File: src/rtl/uart_pkg.sv
// Shared types and defaults for the UART transmit path.
package uart_pkg;

    localparam int UART_DATA_W     = 8;
    localparam int DEF_ACK_TIMEOUT = 8;

    // One-hot arbiter/sequencer states.
    typedef enum logic [4:0] {
        IDLE      = 5'b00001,
        SEND      = 5'b00010,
        WAIT_ACK  = 5'b00100,
        WAIT_DONE = 5'b01000,
        NEXT      = 5'b10000
    } arb_state_t;

endpackage

File: src/rtl/uart_rr_arbiter.sv
// Combinational round-robin pick: the first asserted request at or above
// ptr, wrapping past N-1 back to 0.
module uart_rr_arbiter #(
    parameter int N     = 4,
    parameter int IDX_W = (N > 1) ? $clog2(N) : 1
) (
    input  logic [N-1:0]     req,
    input  logic [IDX_W-1:0] ptr,
    output logic [N-1:0]     gnt,
    output logic [IDX_W-1:0] gnt_idx,
    output logic             gnt_any
);

    // Scan N candidates starting at ptr; the first hit wins.
    always_comb begin
        int unsigned     sum;
        logic [IDX_W-1:0] cand;
        gnt     = '0;
        gnt_idx = '0;
        gnt_any = 1'b0;
        sum     = 0;
        cand    = '0;
        for (int unsigned i = 0; i < N; i++) begin
            sum = 32'(ptr) + i;
            if (sum >= N) begin
                sum = sum - N;
            end
            cand = IDX_W'(sum);
            if (!gnt_any && req[cand]) begin
                gnt_any   = 1'b1;
                gnt[cand] = 1'b1;
                gnt_idx   = cand;
            end
        end
    end

endmodule

File: src/rtl/uart_tx_arbiter.sv
// Shares one uart_tx among NUM_REQ packet sources. Grants are held for a
// whole packet, and the byte is kept on tx_data for the full frame because
// the transmitter does not latch it.
module uart_tx_arbiter
    import uart_pkg::*;
#(
    parameter int NUM_REQ     = 4,
    parameter int DATA_W      = UART_DATA_W,
    parameter int ACK_TIMEOUT = DEF_ACK_TIMEOUT
) (
    input  logic                      clk,
    input  logic                      rst,
    input  logic [NUM_REQ-1:0]        req_valid,
    input  logic [NUM_REQ*DATA_W-1:0] req_data,
    input  logic [NUM_REQ-1:0]        req_last,
    output logic [NUM_REQ-1:0]        req_ready,
    output logic [NUM_REQ-1:0]        grant,
    output logic                      tx_send,
    output logic [DATA_W-1:0]         tx_data,
    input  logic                      tx_done,
    output logic                      busy,
    output logic                      err_retry
);

    localparam int IDX_W = (NUM_REQ > 1) ? $clog2(NUM_REQ) : 1;
    localparam int CNT_W = $clog2(ACK_TIMEOUT + 1);

    arb_state_t          state_q, state_d;
    logic [NUM_REQ-1:0]  grant_q, grant_d;
    logic [IDX_W-1:0]    ptr_q, ptr_d;
    logic [IDX_W-1:0]    owner_q, owner_d;
    logic [DATA_W-1:0]   data_q, data_d;
    logic                last_q, last_d;
    logic [CNT_W-1:0]    cnt_q, cnt_d;

    logic [NUM_REQ-1:0]  win_onehot;
    logic [IDX_W-1:0]    win_idx;
    logic                win_any;

    uart_rr_arbiter #(
        .N     (NUM_REQ),
        .IDX_W (IDX_W)
    ) u_rr (
        .req     (req_valid),
        .ptr     (ptr_q),
        .gnt     (win_onehot),
        .gnt_idx (win_idx),
        .gnt_any (win_any)
    );

    // State and datapath registers.
    always_ff @(posedge clk) begin
        if (rst) begin
            state_q <= IDLE;
            grant_q <= '0;
            ptr_q   <= '0;
            owner_q <= '0;
            data_q  <= '0;
            last_q  <= 1'b0;
            cnt_q   <= '0;
        end else begin
            state_q <= state_d;
            grant_q <= grant_d;
            ptr_q   <= ptr_d;
            owner_q <= owner_d;
            data_q  <= data_d;
            last_q  <= last_d;
            cnt_q   <= cnt_d;
        end
    end

    // Next-state logic, accept strobes and transmitter handshake.
    always_comb begin
        state_d   = state_q;
        grant_d   = grant_q;
        ptr_d     = ptr_q;
        owner_d   = owner_q;
        data_d    = data_q;
        last_d    = last_q;
        cnt_d     = cnt_q;
        req_ready = '0;
        tx_send   = 1'b0;
        err_retry = 1'b0;
        unique case (state_q)
            IDLE: begin
                if (tx_done && win_any) begin
                    req_ready = win_onehot;
                    data_d    = req_data[win_idx*DATA_W +: DATA_W];
                    last_d    = req_last[win_idx];
                    grant_d   = win_onehot;
                    owner_d   = win_idx;
                    state_d   = SEND;
                end
            end
            SEND: begin
                tx_send = 1'b1;
                cnt_d   = '0;
                state_d = WAIT_ACK;
            end
            WAIT_ACK: begin
                if (!tx_done) begin
                    state_d = WAIT_DONE;
                end else if (cnt_q == CNT_W'(ACK_TIMEOUT - 1)) begin
                    err_retry = 1'b1;
                    state_d   = SEND;
                end else begin
                    cnt_d = cnt_q + 1'b1;
                end
            end
            WAIT_DONE: begin
                if (tx_done) begin
                    if (last_q) begin
                        grant_d = '0;
                        ptr_d   = (owner_q == IDX_W'(NUM_REQ - 1)) ? '0 : owner_q + 1'b1;
                        state_d = IDLE;
                    end else begin
                        state_d = NEXT;
                    end
                end
            end
            NEXT: begin
                if (req_valid[owner_q]) begin
                    req_ready[owner_q] = 1'b1;
                    data_d  = req_data[owner_q*DATA_W +: DATA_W];
                    last_d  = req_last[owner_q];
                    state_d = SEND;
                end
            end
            default: begin
                state_d = IDLE;
            end
        endcase
    end

    assign grant   = grant_q;
    assign tx_data = data_q;
    assign busy    = (state_q != IDLE);

endmodule

File: config.mk
export PLATFORM = sky130hd
export DESIGN_NAME = uart_tx_arbiter
export DESIGN_NICKNAME = d
export VERILOG_FILES = /design/src/rtl/uart_pkg.sv /design/src/rtl/uart_rr_arbiter.sv /design/src/rtl/uart_tx_arbiter.sv
export SDC_FILE = /design/constraint.sdc
export NUM_CORES = 1
export LEC_CHECK = 0
export ABC_AREA = 1
export CAP_MARGIN = 25
export CELL_PAD_IN_SITES_DETAIL_PLACEMENT = 1
export CELL_PAD_IN_SITES_GLOBAL_PLACEMENT = 1
export CORE_ASPECT_RATIO = 0.9
export CORE_MARGIN = 5
export CORE_UTILIZATION = 33
export DETAILED_ROUTE_END_ITERATION = 7
export PLACE_DENSITY_LB_ADDON = 0.08
export SYNTH_ARGS = -nofsm -noshare
export SYNTH_HDL_FRONTEND = slang
export SYNTH_HIERARCHICAL = 1
export SYNTH_SLANG_ARGS = --single-unit
File: constraint.sdc
create_clock -name clk -period 2.6 [get_ports clk]
set_input_delay 0.52 -clock clk [delete_from_list [all_inputs] [get_ports clk]]
set_output_delay 0.52 -clock clk [all_outputs]
set_load 0.005 [all_outputs]
==> metrics.cfg, run 1 <==
[status]
outcome=finished, final reports clean

[pwr]
p_per_area_mw_per_mm2=434.7
power_mw=1.467
peakVddDrop_mv=0.4713
power.leakage_nw=1.799

[cts]
path_clk_slew_ns=0.09
htree_levels=1
clock_latency_ns=0.28
cts_tree=done
cts_made_buffers=3
clockBufferDepth=2
ctsHoldBuffers=0
root_buffer=clkbuf_8
clock-sinks=26

[routing]
ant_nets=0
first_iter_violations=68
drc_errors=0
avgRoutedWirePerCell_um=13.90
firstDrtPassIters=4
vias=2733
avgViaCountPerCell=4.761
drt_wl_total_um=7977

[synthesis]
synth_seq_cells=26
synthTopCellsByArea=dfxtp_1, nand2_1, inv_1
synth_area_per_cell_um2=6.014
yosys.area.top_type=dfxtp_1
synth_top_area_share_pct=22.31
synth_nets=441
synth_ff_type=dfxtp_1
synthArstFlopShare_pct=0
synth_seq_area_share_pct=22.31
syn_inst=388
ys_types=32
netlist_area_mm2=0.002333
synth-edff-count=0
yosys_warnings=6

[setup_path]
crit_required_ns=2.08
r2r-end=last_q
critical_path_class=in2out
cp_max_fo=4
crit_path_start=req_valid[1]
start_kind=input port
ff2ff_path_depth=16
r2r_setup_slack_ns=0.29
cp-end-kind=primary output
r2r-start=ptr_q[0]
worstPathArrival_ns=1.97

[floorplan]
die_area_mm2=0.008855
die_y_um=89.78
die_w_um=98.64
rows=29
start_util_pct=33.49
core_mm2=0.006967
num_io_pins=62

[cells_and_area]
area_delta_synth_final_pct=44.66
final_cell_mix=nand2_1, inv_1, clkdlybuf4s50_1
drive_gt1_share_pct=18.09
fin_cells=574
fin_util_pct=48.46
n_antenna_cell=0
mostFrequentLayoutCell=nand2_1
layout.nets=535
stdcell_area_mm2=0.003376

[global_routing]
globalRoute.totalOverflow=0
grt_pass1_vias=2916
grt.total_usage_pct=18.41
grt_max_degree=16
antenna_found_initial=0
grt_first_pass_wirelength_um=13790

[place]
post_dp_cell_area_mm2=0.003237
io_buffers=61
dp_cells=564
dpl.hpwl_um=6445
gp_congestion=0.8016
dp_slack_ns=-0.4715

[timing]
setup_viol=0
rsz0062_at_grt=false
period_needed_ns=2.491
relSlewSlack_pct=70.20
fmax_mhz=401.4
hold_viol_final=0
tightest_slew_ns=0.4465
finalCritPeriodShare_pct=95.82
hold_ws_ns=0.4757
clock_skew_ns=0.006863
finalMaxSlewViolations=0
setup_tns_ns=0
worst_slack_ns=0.1088

[hold_path]
worstHoldPathType=reg2reg
hold_depth=2
hold_start=grant[1]
holdPathEnd=grant[1]

[flow_run]
max_cap_viol_count=0

[registers in the layout, summed over array words and instances (netlist names)]
| name | cells |
|---|---|
| state_q | 5 |
| last_q | 1 |
| grant | 4 |
| cnt_q | 4 |
| tx_data | 8 |
| owner_q | 2 |
| ptr_q | 2 |
[cell families (layout without fill, tap and decap cells)]
kind of cell    Yosys count  count (layout)  share of synthesized area [%]
fa+ha+maj                10              10                          5.362
compound gates           43              43                          10.56
buf+inv                  94             187                          16.25
simple gates            215             215                          45.52
flops                    26              26                          22.31
[cell usage after synthesis, types with 4 or more instances]
library cell and n:
nand4_1 10, dfxtp_1 26, nand2_2 9, ha_1 10, nor2_4 6, inv_2 4
nor2_1 11, nand2_1 111, o21ai_0 10, inv_1 83, nand3_1 52, a21boi_0 4
a21oi_1 21
[report_power, final]
| group | total [mW] | leakage [nW] | internal, mW | switching [mW] |
|---|---|---|---|---|
| Clock | 0.344 | 0.0357 | 0.206 | 0.138 |
| Combinational | 0.640 | 1.55 | 0.292 | 0.347 |
| Sequential | 0.483 | 0.214 | 0.448 | 0.0351 |
[cell type report]
class                      instances  area [µm²]
clock buffer                       3       41.29
clock inverter                     1       30.03
fill                             983        3591
inverter                          88       332.8
multi-input combinational        268        1471
sequential                        26       523.0
tap                               93       116.4
timing repair buffer              95       860.8
[timing repair]
action	4_1_cts	5_1_grt
buffers inserted	4	2
endpoints found under the setup margin	4	4
endpoints found under the hold margin	0	0
pin swaps	4	8
resized for setup	21	11
[critical path: stages]
cell and delay (ns):
dlygate4sd2_1 0.25, inv_1 0.05, nand2_1 0.08, nand3_2 0.12, nand2_4 0.11, nor2_4 0.06, buf_4 0.13, buf_4 0.12
nand3_1 0.06, nand3_1 0.11, a22o_1 0.24, clkbuf_2 0.11
[how the worst max path moves through the flow]
stage / endpoint / slack, ns
detailed placement: req_ready[2] / -0.47
global route: req_ready[3] / 0.002
global placement: req_ready[2] / -0.41
CTS: req_ready[2] / -0.02
floorplan: req_ready[2] / 0.18
finish: req_ready[2] / 0.11
[metal layers]
metal	up-vias	part of all wire [%]	track usage [%]	wire [µm]
li1	1396	-	-	-
met1	1286	50	25.46	3988
met2	47	46	31.36	3643
met3	4	3.9	2.554	309
met4	0	0.45	2.048	36
met5	-	0	0	0
Power figures use the tool's default switching activity.
==> run 2, diff against run 1 <==
--- a/config.mk
+++ b/config.mk
@@ -6,6 +6,7 @@
 export NUM_CORES = 1
 export LEC_CHECK = 0
 export ABC_AREA = 1
+export ABC_CLOCK_PERIOD_IN_PS = 2600
 export CAP_MARGIN = 25
 export CELL_PAD_IN_SITES_DETAIL_PLACEMENT = 1
 export CELL_PAD_IN_SITES_GLOBAL_PLACEMENT = 1
==> constraint.sdc (replaced) <==
create_clock -name clk -period 2.6 [get_ports clk]
set_input_delay 0.78 -clock clk [delete_from_list [all_inputs] [get_ports clk]]
set_output_delay 0.78 -clock clk [all_outputs]
set_load 0.005 [all_outputs]
==> run 2 against run 1 <==
Against the previous run: the run now ends with negative setup slack left; sequential power grew 1%; non-clock buffer count grew 33; clock-buffer cell count unchanged; cell count increased by 5.7%; global-route usage rose by 3.0 points; setup slack worse by 0.47 ns; core utilization is 5.8 points higher; routed wire length is 22% higher; power grew 7.6%; sequential share of layout area shrank 1.7 points; highest routed layer unchanged.
==> metrics.cfg, run 2 (synthesis gave the netlist of run 1 again) <==
[global_routing]
antenna_found_initial=0  ; unchanged
grt_max_degree=16  ; unchanged
grt_first_pass_wirelength_um=15720  ; was 13790 µm
grt_pass1_vias=3186  ; was 2916
grt.total_usage_pct=21.42  ; was 18.41%
globalRoute.totalOverflow=0  ; unchanged

[place]
dpl.hpwl_um=6375  ; was 6445 µm
gp_congestion=0.8296  ; was 0.8016
io_buffers=61  ; unchanged
dp_slack_ns=-0.9556  ; was -0.4715 ns

[routing]
drt_wl_total_um=9713  ; was 7977 µm
drc_errors=0  ; unchanged
vias=2920  ; was 2733
firstDrtPassIters=4  ; unchanged
ant_nets=0  ; unchanged
avgViaCountPerCell=4.811  ; was 4.761
avgRoutedWirePerCell_um=16.00  ; was 13.90 µm
first_iter_violations=142  ; was 68

[cells_and_area]
largest_reg_flops=8  ; unchanged
mostFrequentLayoutCell=nand2_1  ; unchanged
drive_gt1_share_pct=29.38  ; was 18.09%
fin_util_pct=54.26  ; was 48.46%
n_antenna_cell=0  ; unchanged
layout.nets=568  ; was 535
final_cell_mix=nand2_1, inv_1, buf_4  ; was nand2_1, inv_1, clkdlybuf4s50_1
area_delta_synth_final_pct=61.98  ; was 44.66%

[setup_path]
worstPathArrival_ns=3.13  ; was 1.97 ns
crit_required_ns=2.77  ; was 2.08 ns
cp-end-kind=flop  ; was primary output
crit_path_start=req_valid[1]  ; unchanged
critical_path_class=in2reg  ; was in2out
r2r-start=ptr_q[1]  ; was ptr_q[0]
r2r-end=grant[2]  ; was last_q
start_kind=input port  ; unchanged
cp_max_fo=4  ; unchanged
ff2ff_path_depth=22  ; was 16
r2r_setup_slack_ns=-0.35  ; was 0.29 ns

[hold_path]
holdPathEnd=grant[1]  ; unchanged
hold_start=grant[1]  ; unchanged
worstHoldPathType=reg2reg  ; unchanged
hold_depth=2  ; unchanged

[cts]
cts_tree=done  ; unchanged
htree_levels=1  ; unchanged
clockBufferDepth=2  ; unchanged
clock_latency_ns=0.27  ; was 0.28 ns
cts_made_buffers=3  ; unchanged
clock-sinks=26  ; unchanged
root_buffer=clkbuf_8  ; unchanged
path_clk_slew_ns=0.09  ; about the same

[timing]
tightest_slew_ns=0.4371  ; was 0.4465 ns
hold_ws_ns=0.4749  ; was 0.4757 ns
finalMaxSlewViolations=0  ; unchanged
relSlewSlack_pct=70.83  ; was 70.20%
period_needed_ns=2.957  ; was 2.491 ns
fmax_mhz=338.2  ; was 401.4 MHz
setup_viol=5  ; was 0
clock_skew_ns=0.002907  ; was 0.006863 ns
finalCritPeriodShare_pct=113.7  ; was 95.82%
hold_viol_final=0  ; unchanged
worst_slack_ns=-0.3572  ; was 0.1088 ns
setup_tns_ns=-1.280  ; was 0 ns
rsz0062_at_grt=true  ; was false

[floorplan]
start_util_pct=33.49  ; unchanged
num_io_pins=62  ; unchanged
rows=29  ; unchanged
die_w_um=98.64  ; unchanged
die_area_mm2=0.008855  ; unchanged
die_y_um=89.78  ; unchanged
core_mm2=0.006967  ; unchanged

[pwr]
p_int_mw=1.015  ; was 0.9470 mW
peakVddDrop_mv=0.3636  ; was 0.4713 mV
power_mw=1.578  ; was 1.467 mW
power.leakage_nw=2.024  ; was 1.799 nW
seqPwrFrac_pct=31.1  ; was 33.0%
sw_frac_of_total_pct=35.68  ; was 35.46%
power_frac_clock_pct=21.6  ; was 23.4%
power_frac_comb_pct=47.3  ; was 43.6%
power_switching_mw=0.5630  ; was 0.5203 mW
p_per_area_mw_per_mm2=417.5  ; was 434.7 mW/mm²

[status]
outcome=finished with violations  ; was finished, final reports clean
violations=negative setup slack

[flow_run]
max_cap_viol_count=0  ; unchanged

## run 2: changes by cell type in the layout (fill, tap and decap cells not counted), sizes merged
cell           delta
buf              +40
clkbuf            -3
clkdlybuf4s50     -2
dlygate4sd2       -2
## run 2: metal layers
layer | share of wire, % | vias to the layer above | global-route usage [%]
li1 | - | 1468 | -
met1 | 45 | 1368 | 27.53
met2 | 48 | 70 | 37.16
met3 | 4.6 | 14 | 3.019
met4 | 2.3 | 0 | 6.030
met5 | 0 | - | 0
## run 2: stage by stage
stage               area, µm²  cells
floorplan                2336    388
global placement         3269    568
detailed placement       3269    568
CTS                      3680    603
global route             3780    607
finish                   3780    607
## run 2: worst max-delay path by stage
stage          slack (ns)           end
3_3_place_gp        -0.91  req_ready[3]
2_1_floorplan       0.005  req_ready[2]
3_5_place_dp        -0.96  req_ready[3]
5_1_grt             -0.46      grant[2]
4_1_cts             -0.19  req_ready[2]
6_report            -0.36      grant[2]
## run 2: critical path: stages
cell,delay [ns]
buf_6,0.08
inv_2,0.03
nand2_2,0.08
nand2_1,0.06
nand2_1,0.08
nand2_2,0.12
buf_6,0.14
nand4_1,0.11
nand3_2,0.13
buf_4,0.17
buf_4,0.13
buf_4,0.12
buf_4,0.13
buf_4,0.13
buf_4,0.12
buf_4,0.12
buf_4,0.13
buf_4,0.13
buf_6,0.11
nand2_2,0.05
nand2_1,0.06
o21ai_2,0.06
nor2_1,0.05
## run 2: area by class of cell
cell class | count | area, µm²
fillers | 957 | 3187
well taps | 93 | 116.4
multi-input cells | 268 | 1570
flip-flops and latches | 26 | 523.0
inverters | 88 | 335.3
clock buffers | 3 | 41.29
clock inverters | 1 | 30.03
repair buffers | 128 | 1164
## run 2: power by group through the flow
stage	Sequential (mW)	Clock (mW)	Combinational, mW
2_1_floorplan	0.493	0	0.338
3_3_place_gp	0.496	0	0.633
3_5_place_dp	0.497	0	0.645
4_1_cts	0.488	0.352	0.706
5_1_grt	0.497	0.377	0.825
6_report	0.490	0.341	0.747
## run 2: repair_timing
| item | 4_1_cts | 5_1_grt |
|---|---|---|
| hold buffers | 0 | 0 |
| gates resized for setup | 84 | 18 |
| gates cloned | 0 | 0 |
| pin swaps | 30 | 13 |
| setup endpoints to repair | 14 | 7 |
| setup buffers | 32 | 8 |
==> run 3, diff against run 2 <==
--- a/config.mk
+++ b/config.mk
@@ -17,5 +17,4 @@
 export PLACE_DENSITY_LB_ADDON = 0.08
 export SYNTH_ARGS = -nofsm -noshare
 export SYNTH_HDL_FRONTEND = slang
-export SYNTH_HIERARCHICAL = 1
 export SYNTH_SLANG_ARGS = --single-unit
==> run 3 against run 2 <==
Against the previous run: the flow still finishes with violations (negative setup slack); combinational power rose by 17%; core utilization rose by 1.3 points; sequential share of layout area fell by 0.27 points; hold slack improved by 0.011 ns; non-clock buffer count rose by 9; clock skew rose by 0.0014 ns; global-route usage fell by 1.2 points; highest routed layer unchanged; routed wire length fell by 0.77%; cell area rose by 2.5%; synthesized area rose by 0.16%; via count rose by 0.72%; setup slack improved by 0.022 ns.
==> metrics.cfg, run 3 <==
[timing]
finalMaxSlewViolations=0  ; unchanged
hold_ws_ns=0.4863  ; was 0.4749 ns
period_needed_ns=2.935  ; was 2.957 ns
rsz0062_at_grt=true  ; unchanged
clock_skew_ns=0.004354  ; was 0.002907 ns
setup_viol=4  ; was 5
hold_viol_final=0  ; unchanged
worst_slack_ns=-0.3353  ; was -0.3572 ns
finalCritPeriodShare_pct=112.9  ; was 113.7%
relSlewSlack_pct=71.73  ; was 70.83%
fmax_mhz=340.7  ; was 338.2 MHz
tightest_slew_ns=0.4201  ; was 0.4371 ns

[global_routing]
grt_max_degree=18  ; was 16
grt_first_pass_wirelength_um=14930  ; was 15720 µm
globalRoute.totalOverflow=0  ; unchanged
grt.total_usage_pct=20.18  ; was 21.42%
grt_pass1_vias=3222  ; was 3186
antenna_found_initial=0  ; unchanged

[cells_and_area]
area_delta_synth_final_pct=65.74  ; was 61.98%
n_antenna_cell=0  ; unchanged
fin_util_pct=55.60  ; was 54.26%
largest_reg_flops=8  ; unchanged
drive_gt1_share_pct=33.27  ; was 29.38%
mostFrequentLayoutCell=inv_1  ; was nand2_1
fin_cells=604  ; was 607
stdcell_area_mm2=0.003874  ; was 0.003780 mm²
final_cell_mix=inv_1, buf_4, nand2_1  ; was nand2_1, inv_1, buf_4
n_fill_cell=929  ; was 957
layout.nets=566  ; was 568

[synthesis]
yosys.area.top_type=dfxtp_1  ; unchanged
synth_common_cells=inv_1, nand2_1, nand3_1  ; was nand2_1, inv_1, nand3_1
yosys_warnings=0  ; was 6
synthArstFlopShare_pct=0  ; unchanged
synth-edff-count=0  ; unchanged
synth_area_per_cell_um2=6.183  ; was 6.014 µm²
synth_ff_type=dfxtp_1  ; unchanged
netlist_area_mm2=0.002337  ; was 0.002333 mm²
ys_types=34  ; was 32
synth_seq_cells=26  ; unchanged
synthTopCellsByArea=dfxtp_1, inv_1, nand3_1  ; was dfxtp_1, nand2_1, inv_1
yosysMostFrequentCell=inv_1  ; was nand2_1
synth_seq_area_share_pct=22.27  ; was 22.31%
synth_top_area_share_pct=22.27  ; was 22.31%
syn_inst=378  ; was 388
synth_nets=432  ; was 441

[setup_path]
start_kind=flop  ; was input port
ff2ff_path_depth=19  ; was 22
crit_required_ns=1.82  ; was 2.77 ns
path_depth=14  ; was 23
worstPathArrival_ns=2.16  ; was 3.13 ns
critical_path_class=reg2out  ; was in2reg
cp-end-kind=primary output  ; was flop
critical_path.slowest_cell=dfxtp_2  ; was buf_4
crit_family=simple AND/OR/NAND/NOR gates  ; was buffers and inverters
critPathBufInv=5  ; was 13
cp_max_fo=3  ; was 4
path_cells=inv_2 -> ha_4 -> inv_4 -> nand3_4 -> nand2_4 -> buf_6 -> nor2_4 -> inv_2 -> o22ai_2 -> a21oi_1 -> o21ai_1 -> nand2_1 -> nand2_1 -> buf_2  ; was buf_6 -> inv_2 -> nand2_2 -> nand2_1 -> nand2_1 -> nand2_2 -> buf_6 -> nand4_1 -> nand3_2 -> buf_4 -> buf_4 -> buf_4 -> buf_4 -> buf_4 -> buf_4 -> buf_4 -> buf_4 -> buf_4 -> buf_6 -> nand2_2 -> nand2_1 -> o21ai_2 -> nor2_1
max_stage_delay_ns=0.36  ; was 0.17 ns

[flow_run]
max_cap_viol_count=0  ; unchanged

[pwr]
power.leakage_nw=1.936  ; was 2.024 nW
p_per_area_mw_per_mm2=447.9  ; was 417.5 mW/mm²
peakVddDrop_mv=0.1929  ; was 0.3636 mV
power_mw=1.735  ; was 1.578 mW

[routing]
ant_nets=0  ; unchanged
avgRoutedWirePerCell_um=15.96  ; was 16.00 µm
vias=2941  ; was 2920
firstDrtPassIters=6  ; was 4
drt_wl_total_um=9638  ; was 9713 µm
avgViaCountPerCell=4.869  ; was 4.811
drc_errors=0  ; unchanged
first_iter_violations=163  ; was 142

[cts]
htree_levels=1  ; unchanged
path_clk_slew_ns=0.10  ; was 0.09 ns
clock-sinks=26  ; unchanged
cts_made_buffers=3  ; unchanged
clock_latency_ns=0.28  ; was 0.27 ns
root_buffer=clkbuf_8  ; unchanged
cts_tree=done  ; unchanged
clockBufferDepth=2  ; unchanged
ctsHoldBuffers=0  ; unchanged

[status]
outcome=finished with violations  ; unchanged
violations=negative setup slack  ; unchanged

[place]
gp_congestion=0.8732  ; was 0.8296
io_buffers=61  ; unchanged
dpl.hpwl_um=6321  ; was 6375 µm
post_dp_cell_area_mm2=0.003314  ; was 0.003269 mm²
dp_cells=566  ; was 568

[floorplan]
die_area_mm2=0.008868  ; was 0.008855 mm²
num_io_pins=62  ; unchanged
core_mm2=0.006967  ; unchanged
die_w_um=98.71  ; was 98.64 µm
start_util_pct=33.55  ; was 33.49%
rows=29  ; unchanged
die_y_um=89.84  ; was 89.78 µm

[hold_path]
worstHoldPathType=reg2reg  ; unchanged
hold_depth=2  ; unchanged

-- run 3: cell types whose count changed after synthesis, sizes merged, moves of 2 or more --
cell    delta
o21ai      +2
nand4      -5
nand2     -29
nor3       -2
nor2      +23
inv        -6
o22ai      +3
a21oi      -2
nor4       +2
nand3      +4
a21boi     -3
buf        +2
-- run 3: kinds of logic (layout without fill, tap and decap cells) --
family	count (synthesis)	count (layout)	share of synthesized area (%)
compound gates	44	44	10.55
simple gates	206	206	44.43
buf+inv	90	223	16.49
xor+xnor	1	1	0.3748
fa+ha+maj	11	11	5.889
flops	26	26	22.27
-- run 3: repair_timing --
item | in CTS | in global routing
setup endpoints to repair | 6 | 10
setup buffers | 29 | 13
gates resized for setup | 89 | 32
pin swaps | 19 | 16
-- run 3: through the flow --
step	setup WS [ns]	setup TNS, ns
floorplan	0.05635	0
global placement	-0.9912	-6.544
detailed placement	-1.052	-7.511
CTS	-0.1948	-1.189
global route	-0.4498	-1.806
finish	-0.3353	-1.142
-- run 3: where the power goes --
part / leakage (nW) / internal, mW / total, mW / switching [mW]
clock network: 0.0357 / 0.206 / 0.350 / 0.144
logic: 1.69 / 0.430 / 0.871 / 0.442
registers: 0.214 / 0.466 / 0.513 / 0.0471
total: 1.94 / 1.10 / 1.74 / 0.633
-- run 3: layout make-up --
type                       count  area [µm²]  share of cell area [%]
sequential                    26       525.5                   13.57
multi-input combinational    262        1605                   41.44
tap                           93       116.4                   3.004
clock buffer                   3       41.29                   1.066
clock inverter                 1       30.03                  0.7752
inverter                      82       332.8                   8.592
timing repair buffer         137        1222                   31.56
-- run 3: layer usage --
metal	vias up	track usage [%]	share of wire [%]
met5	-	0	0
met4	0	5.233	1.3
met3	12	2.477	3.2
met2	63	36.88	53
met1	1415	24.75	43
li1	1451	-	-
-- run 3: worst min-delay path: stages, from the launching register on --
cell and delay (ns):
dfxtp_1 0.33, nand2_2 0.07, a21oi_2 0.05
-- run 3: path summary, 6_finish.rpt --
kind            start           end  slack, ns
max          ptr_q[1]  req_ready[0]      -0.34
min          grant[0]      grant[0]       0.49
max reg2reg  ptr_q[1]      grant[1]       0.06
min reg2reg  grant[0]      grant[0]       0.49
